### config.mk
export PLATFORM = sky130hd
export DESIGN_NAME = rv_controller_flat
export DESIGN_NICKNAME = d
export VERILOG_FILES = /design/src/rtl/rv_controller_if.sv /design/src/rtl/rv_controller.sv /design/src/flat_wrapper.sv
export SDC_FILE = /design/constraint.sdc
export NUM_CORES = 1
export LEC_CHECK = 0
export CAP_MARGIN = 0
export CORE_MARGIN = 2
export CORE_UTILIZATION = 48
export CTS_CLUSTER_SIZE = 28
export DETAILED_ROUTE_END_ITERATION = 7
export GPL_TIMING_DRIVEN = 0
export PLACE_DENSITY = 0.76
export SLEW_MARGIN = 20
export SYNTH_ARGS = -nofsm -noshare
export SYNTH_HDL_FRONTEND = slang
export SYNTH_SLANG_ARGS = --single-unit
### constraint.sdc
create_clock -name clk -period 2 [get_ports clk]
set_input_delay 0.2 -clock clk [delete_from_list [all_inputs] [get_ports clk]]
set_output_delay 0.2 -clock clk [all_outputs]
set_load 0.03 [all_outputs]
### src/rtl/rv_controller_if.sv
// rv_controller_if: start/ack handshake, datapath strobes and slice address of the revaluate stage
interface rv_controller_if #(
  parameter int CNT_W = 6
);
  logic             start;
  logic             ack;
  logic             ready;
  logic             ld_in;
  logic             ld_res;
  logic             mem_we;
  logic             done;
  logic [CNT_W-1:0] slice_idx;
  modport master (
    input  start, ack,
    output ready, ld_in, ld_res, mem_we, done, slice_idx
  );
  modport slave (
    output start, ack,
    input  ready, ld_in, ld_res, mem_we, done, slice_idx
  );
endinterface

### src/rtl/rv_controller.sv
// rv_controller: steps the revaluate datapath through LOAD/CALC/WRITE for every slice, then done/ack
module rv_controller #(
  parameter int SLICES = 64,
  parameter int CNT_W  = 6
) (
  input logic             clk,
  input logic             rst,
  rv_controller_if.master bus
);
  typedef enum logic [2:0] {IDLE, LOAD, CALC, WRITE, DONE} state_t;
  localparam logic [CNT_W-1:0] LAST = CNT_W'(SLICES - 1);
  state_t           state_q, state_d;
  logic [CNT_W-1:0] idx_q, idx_d;
  logic             ready_q, ld_in_q, ld_res_q, mem_we_q, done_q;
  logic             last;
  assign last = idx_q == LAST;
  always_comb begin
    state_d = state_q;
    idx_d   = idx_q;
    case (state_q)
      IDLE: begin
        state_d = bus.start ? LOAD : IDLE;
        idx_d   = bus.start ? '0 : idx_q;
      end
      LOAD:  state_d = CALC;
      CALC:  state_d = WRITE;
      WRITE: begin
        state_d = last ? DONE : LOAD;
        idx_d   = last ? idx_q : idx_q + CNT_W'(1);
      end
      DONE:    state_d = bus.ack ? IDLE : DONE;
      default: state_d = IDLE;
    endcase
  end
  always_ff @(posedge clk) begin
    if (rst) begin
      state_q  <= IDLE;
      idx_q    <= '0;
      ready_q  <= 1'b1;
      ld_in_q  <= 1'b0;
      ld_res_q <= 1'b0;
      mem_we_q <= 1'b0;
      done_q   <= 1'b0;
    end else begin
      state_q  <= state_d;
      idx_q    <= idx_d;
      ready_q  <= state_d == IDLE;
      ld_in_q  <= state_d == LOAD;
      ld_res_q <= state_d == CALC;
      mem_we_q <= state_d == WRITE;
      done_q   <= state_d == DONE;
    end
  end
  assign bus.ready     = ready_q;
  assign bus.ld_in     = ld_in_q;
  assign bus.ld_res    = ld_res_q;
  assign bus.mem_we    = mem_we_q;
  assign bus.done      = done_q;
  assign bus.slice_idx = idx_q;
endmodule
### src/flat_wrapper.sv
// flat-port wrapper written by rule: the top's interface ports become plain ports
module rv_controller_flat 
#(
  parameter int SLICES = 64,
  parameter int CNT_W  = 6
)
  (clk, rst, bus_start, bus_ack, bus_ready, bus_ld_in, bus_ld_res, bus_mem_we, bus_done, bus_slice_idx);
  rv_controller_if #(.CNT_W(CNT_W)) bus_i ();
  input logic clk;
  input logic rst;
  input wire logic [$bits(bus_i.start)-1:0] bus_start;
  input wire logic [$bits(bus_i.ack)-1:0] bus_ack;
  output wire logic [$bits(bus_i.ready)-1:0] bus_ready;
  output wire logic [$bits(bus_i.ld_in)-1:0] bus_ld_in;
  output wire logic [$bits(bus_i.ld_res)-1:0] bus_ld_res;
  output wire logic [$bits(bus_i.mem_we)-1:0] bus_mem_we;
  output wire logic [$bits(bus_i.done)-1:0] bus_done;
  output wire logic [$bits(bus_i.slice_idx)-1:0] bus_slice_idx;
  assign bus_i.start = bus_start;
  assign bus_i.ack = bus_ack;
  assign bus_ready = bus_i.ready;
  assign bus_ld_in = bus_i.ld_in;
  assign bus_ld_res = bus_i.ld_res;
  assign bus_mem_we = bus_i.mem_we;
  assign bus_done = bus_i.done;
  assign bus_slice_idx = bus_i.slice_idx;
  rv_controller #(.SLICES(SLICES), .CNT_W(CNT_W)) u_core (.clk(clk), .rst(rst), .bus(bus_i));
endmodule
==> results.py, run 1 <==
metrics = {
    "run_status": {
        "status": "completed",
    },
    "floorplanning": {
        "coreArea_um2": 1350,
        "die_area_um2": 1805,
        "ios": 15,
        "die_w_um": 42.48,
        "fp-row-count": 13,
        "start_util_pct": 52.64,
        "die_h_um": 42.48,
    },
    "drt": {
        "routed_wl_um": 1375,
        "vias_per_cell": 5.589,
        "vias": 598,
        "firstDrtPassIters": 3,
        "drc": 0,
        "drt-initial-drc-count": 4,
        "antenna_left": 0,
        "wl_per_cell_um": 12.85,
    },
    "worst_setup_path": {
        "start_kind": "register",
        "crit_arrival_ns": 1.42,
        "cpPeakStageDelay_ns": 0.71,
        "crit_required_ns": 1.80,
        "r2r_cells": 5,
        "worst_path_max_delay_cell": "clkdlybuf4s50_1",
        "path_class": "reg -> out",
        "crit_path_max_fanout": 6,
        "critPathCaptureType": "primary output",
        "path_cells": "clkdlybuf4s50_1",
        "crit_cells": 1,
        "critPathBufInv": 1,
        "critPathTopFamily": "buffers and inverters",
    },
    "cts": {
        "ctsResizeCount": 0,
        "cts_hold_buffers": 0,
        "clk_latency_ns": 0.28,
        "htree_levels": 1,
        "cts.sinks": 14,
        "cts_root_buf": "clkbuf_4",
        "cts.clk_slew.worst_paths_ns": 0.08,
        "postCtsSetupBuffers": 0,
        "cts_tree": "built",
        "numCtsBuffers": 3,
        "cts.path.max_buffers": 2,
    },
    "grt": {
        "grt_max_degree": 11,
        "grt_usage_pct": 17.63,
        "grt_pass1_wl_um": 2380,
        "antenna_found_initial": 0,
        "overflow": 0,
        "first_global_vias": 546,
    },
    "timing": {
        "fin_skew_ns": 0.001443,
        "clock.fmax_mhz": 617.2,
        "rsz0062_at_grt": "false",
        "fin_crit_sh_pct": 81.01,
        "worstMarginPinSlew_ns": 0.5011,
        "slew_headroom_pct": 66.59,
        "period_needed_ns": 1.620,
        "setup-tns-final_ns": 0,
        "setup_viol": 0,
        "hold_ws_ns": 0.4946,
        "setup_ws_ns": 0.3798,
        "drv_slew": 0,
        "hold_viol": 0,
    },
    "layout": {
        "drive_gt1_share_pct": 19.57,
        "synthToLayoutAreaGrowth_pct": 25.53,
        "stdcell_area_um2": 892.1,
        "diodes": 0,
        "layout.nets": 99,
        "layout_common_cells": "14 x clkdlybuf4s50_1, 14 x dfxtp_1, 9 x nand2_1",
        "finalNonFillerCells": 107,
    },
    "synthesis": {
        "synth_edf_count": 0,
        "ys_ff_latch": 14,
        "ys_seq_area_share_pct": 39.44,
        "synth_warnings": 0,
        "synth_cells": 75,
        "synth_nets": 80,
        "syn_area_um2": 710.7,
        "async_flop_share_pct": 0,
        "avgSynthCellArea_um2": 9.476,
        "ys_types": 33,
        "synthFlopType": "dfxtp_1",
    },
    "power_and_ir_drop": {
        "power_density_nw_per_um2": 652.8,
        "power_leakage_uw": 0.0002944,
        "ir_drop_uv": 440.4,
    },
    "worst_hold_path": {
        "min_path_type": "reg -> reg",
        "hold_depth": 2,
    },
    "place": {
        "dp_hpwl_um": 1039,
        "placedInstanceArea_um2": 869.6,
        "numPortBuffers": 14,
        "pre_cts_ws_ns": 0.4358,
        "place.gp.congestion": 0.7465,
        "dpl.cell_count": 104,
    },
    "flow_run": {
        "drv_cap": 0,
    },
}
## cell families after synthesis
group                    count (synthesis)  share of synthesized area [%]
multiplexers                             4                          5.634
XOR/XNOR                                 1                          1.233
AND/OR/NAND/NOR                         32                          26.76
AO/OA/AOI/OAI                           16                          19.72
adder cells (fa/ha/maj)                  1                          1.760
flip-flops                              14                          39.44
buffers and inverters                    7                          5.457
## through the flow
stage               util, %  power (µW)
global placement      64.41       432.1
floorplan                 -       398.5
finish                66.08       582.3
detailed placement    64.41       436.7
CTS                   66.08       591.2
global route          66.08       616.9
## sequential cells by signal (all words and copies together) (netlist names)
signal,cells
u_core.bus.done,1
u_core.bus.ld_in,1
u_core.bus.ld_res,1
u_core.bus.mem_we,1
u_core.bus.ready,1
u_core.bus.slice_idx,6
u_core.state_q,3
## metal layers
metal | GRT usage [%] | share of wire, %
met1 | 22.25 | 46
met2 | 27.69 | 49
met3 | 6.466 | 4.1
met4 | 5.625 | 0.58
met5 | 0 | 0
## report_power, final
| group | switching (µW) | leakage [µW] | internal (µW) |
|---|---|---|---|
| sequential | 5.08 | 0.000114 | 292 |
| clock | 83.5 | 0.0000138 | 69.8 |
| combinational | 75.0 | 0.000167 | 57.2 |
| total | 164 | 0.000294 | 419 |
## cells in the mapped netlist, types with 2 or more instances
cell	count	area share, %
nor4b_1	2	2.5
nand3_1	2	1.4
nand2b_1	4	3.5
nand4_1	2	1.8
dfxtp_1	14	39
nor3_1	3	2.1
a21oi_1	7	4.9
mux2i_1	4	5.6
inv_1	2	1.1
nand2_1	9	4.8
a211oi_2	2	3.5
nor2_1	3	1.6
## final timing paths
kind              slack (ns)                      end                     from
setup / recovery        0.38         bus_slice_idx[0]  u_core.bus.slice_idx[0]
hold / removal          0.49  u_core.bus.slice_idx[5]  u_core.bus.slice_idx[5]
setup reg to reg        0.41  u_core.bus.slice_idx[0]  u_core.bus.slice_idx[0]
hold reg to reg         0.49  u_core.bus.slice_idx[5]  u_core.bus.slice_idx[5]
## cell type report
class	count	area, µm²
Tap cell	15	18.77
Multi-Input combinational cell	54	391.6
Inverter	3	11.26
Clock buffer	3	22.52
Sequential cell	14	280.3
Buffer	4	27.53
Timing Repair Buffer	14	140.1
Fill cell	122	457.9
(Power assumes the default switching activity.)
==> inputs of run 2 (changes only) <==
CORE_UTILIZATION = 43   (was 48)
PLACE_DENSITY = 0.72   (was 0.76)
clock period = 1.3 ns   (was 2 ns; I/O delays follow)
==> results.py, run 2 (same netlist as run 1, synthesis figures left out) <==
metrics = {
    "drt": {
        "vias_per_cell": 5.587,
        "vias": 676,
        "drt-initial-drc-count": 4,
        "firstDrtPassIters": 5,
        "drc": 0,
        "antenna_left": 0,
        "routed_wl_um": 1572,
        "wl_per_cell_um": 12.99,
    },
    "worst_setup_path": {
        "worst_path_max_delay_cell": "dfxtp_4",
        "cpPeakStageDelay_ns": 0.37,
        "crit_required_ns": 1.48,
        "start_kind": "register",
        "critPathBufInv": 1,
        "crit_path_max_fanout": 5,
        "critPathCaptureType": "register",
        "path_cells": "ha_4 > nand2_4 > a22oi_4 > buf_12 > a21oi_1 > mux2i_1",
        "critPathTopFamily": "flip-flops",
        "crit_arrival_ns": 1.50,
        "r2r-start": "u_core.bus.slice_idx[0]",
        "path_class": "reg -> reg",
        "cp-startpoint": "u_core.bus.slice_idx[0]",
    },
    "power_and_ir_drop": {
        "ir_drop_uv": 783.3,
        "switchingPower_uw": 307.8,
        "power_density_nw_per_um2": 998.2,
        "intPower_uw": 755.1,
        "clock_power_share_pct": 31.2,
        "comb_power_share_pct": 25.4,
        "power_leakage_uw": 0.0004320,
        "seqPwrFrac_pct": 43.3,
        "netSwitchingFraction_pct": 28.96,
    },
    "timing": {
        "clock.fmax_mhz": 754.6,
        "rsz0062_at_grt": "true",
        "hold_viol": 0,
        "period_needed_ns": 1.325,
        "fin_skew_ns": 0.002369,
        "drv_slew": 0,
        "setup-tns-final_ns": -0.09437,
        "hold_ws_ns": 0.4912,
        "setup_viol": 6,
        "setup_ws_ns": -0.02518,
        "worstMarginPinSlew_ns": 0.5082,
        "slew_headroom_pct": 66.12,
        "fin_crit_sh_pct": 101.9,
    },
    "grt": {
        "grt_pass1_wl_um": 2559,
        "overflow": 0,
        "antenna_found_initial": 0,
        "met1_usage_pct": 23.81,
        "grt_max_degree": 11,
        "top_usage_layer": "met2",
        "grt_usage_pct": 17.49,
        "grt_use_met2_pct": 26.67,
        "grtUsageMet3_pct": 3.673,
        "first_global_vias": 588,
    },
    "place": {
        "dp_hpwl_um": 945.5,
        "place.gp.congestion": 0.7502,
        "pre_cts_ws_ns": -0.1265,
        "placedInstanceArea_um2": 900.9,
        "numPortBuffers": 14,
    },
    "cts": {
        "cts_tree": "built",
        "numCtsBuffers": 3,
        "cts_hold_buffers": 0,
        "cts_root_buf": "clkbuf_4",
        "cts.sinks": 14,
        "cts.clk_slew.worst_paths_ns": 0.09,
        "htree_levels": 1,
        "clk_latency_ns": 0.29,
        "cts.path.max_buffers": 2,
    },
    "floorplanning": {
        "ios": 15,
        "coreArea_um2": 1524,
        "die_h_um": 44.66,
        "die_w_um": 44.66,
        "start_util_pct": 46.63,
        "die_area_um2": 1994,
        "fp-row-count": 14,
    },
    "layout": {
        "layout.nets": 111,
        "diodes": 0,
        "drive_gt1_share_pct": 37.14,
        "largest_register_ffs": 6,
        "final_common_cell": "buf_4",
        "stdcell_area_um2": 1065,
        "fillCellCount": 117,
        "synthToLayoutAreaGrowth_pct": 49.82,
        "layout_common_cells": "11 x buf_4, 10 x dlygate4sd2_1, 8 x nand2_1, 8 x dfxtp_1, 7 x a21oi_1",
    },
    "worst_hold_path": {
        "hold_path.startpoint": "u_core.bus.slice_idx[5]",
        "min_path_type": "reg -> reg",
    },
    "flow_run": {
        "drv_cap": 0,
    },
    "run_status": {
        "status": "complete, but fails checks",
        "violations": "negative setup slack",
    },
}
-- run 2: cell types whose count changed in the layout (fill, tap and decap cells not counted), moves of 2 or more --
cell,before,now
dfxtp_1,14,8
dfxtp_4,0,2
dlygate4sd2_1,0,10
buf_4,1,11
dfxtp_2,0,4
clkdlybuf4s50_1,14,3
-- run 2: worst min-delay path, cell delays in order, from the launching register on --
cell	delay (ns)
dfxtp_1	0.34
nand2_1	0.06
mux2i_1	0.05
-- run 2: through the flow --
step	util [%]	instances	total power, µW
2_1_floorplan	-	75	611.6
3_3_place_gp	59.11	105	662.5
3_5_place_dp	59.11	105	667.6
4_1_cts	67.24	120	1037
5_1_grt	69.87	121	1098
6_report	69.87	121	1063
-- run 2: timing repair --
item / CTS / global route
setup buffers: 11 / 2
gates resized for setup: 14 / 8
pin swaps: 5 / 3
setup endpoints to repair: 16 / 10
-- run 2: per-layer routing --
| metal | share of wire [%] | wire length, µm |
|---|---|---|
| met5 | 0 | 0 |
| met4 | 1.8 | 29 |
| met3 | 4.8 | 75 |
| met2 | 45 | 703 |
| met1 | 49 | 763 |
-- run 2: path summary, 6_finish.rpt --
check / end / slack (ns) / cells past startpoint
worst max register to register: u_core.bus.slice_idx[3] / -0.03 / 6
worst max-delay path: u_core.bus.slice_idx[3] / -0.03 / 6
worst min register to register: u_core.bus.slice_idx[5] / 0.49 / 2
worst min-delay path: u_core.bus.slice_idx[5] / 0.49 / 2
-- run 2: area by class of cell --
cell class | instances | area (µm²) | share of cell area [%]
clock buffer | 4 | 36.28 | 3.408
sequential | 14 | 292.8 | 27.50
multi-input combinational | 54 | 435.4 | 40.89
timing repair buffer | 27 | 241.5 | 22.68
inverter | 3 | 16.27 | 1.528
tap | 16 | 20.02 | 1.880
buffer | 3 | 22.52 | 2.115
-- run 2: power by group through the flow --
stage               sequential, µW  combinational (µW)  clock, µW
finish                         461                 270        332
global route                   463                 287        348
detailed placement             465                 203          0
global placement               464                 199          0
floorplan                      490                 122          0
CTS                            455                 255        327
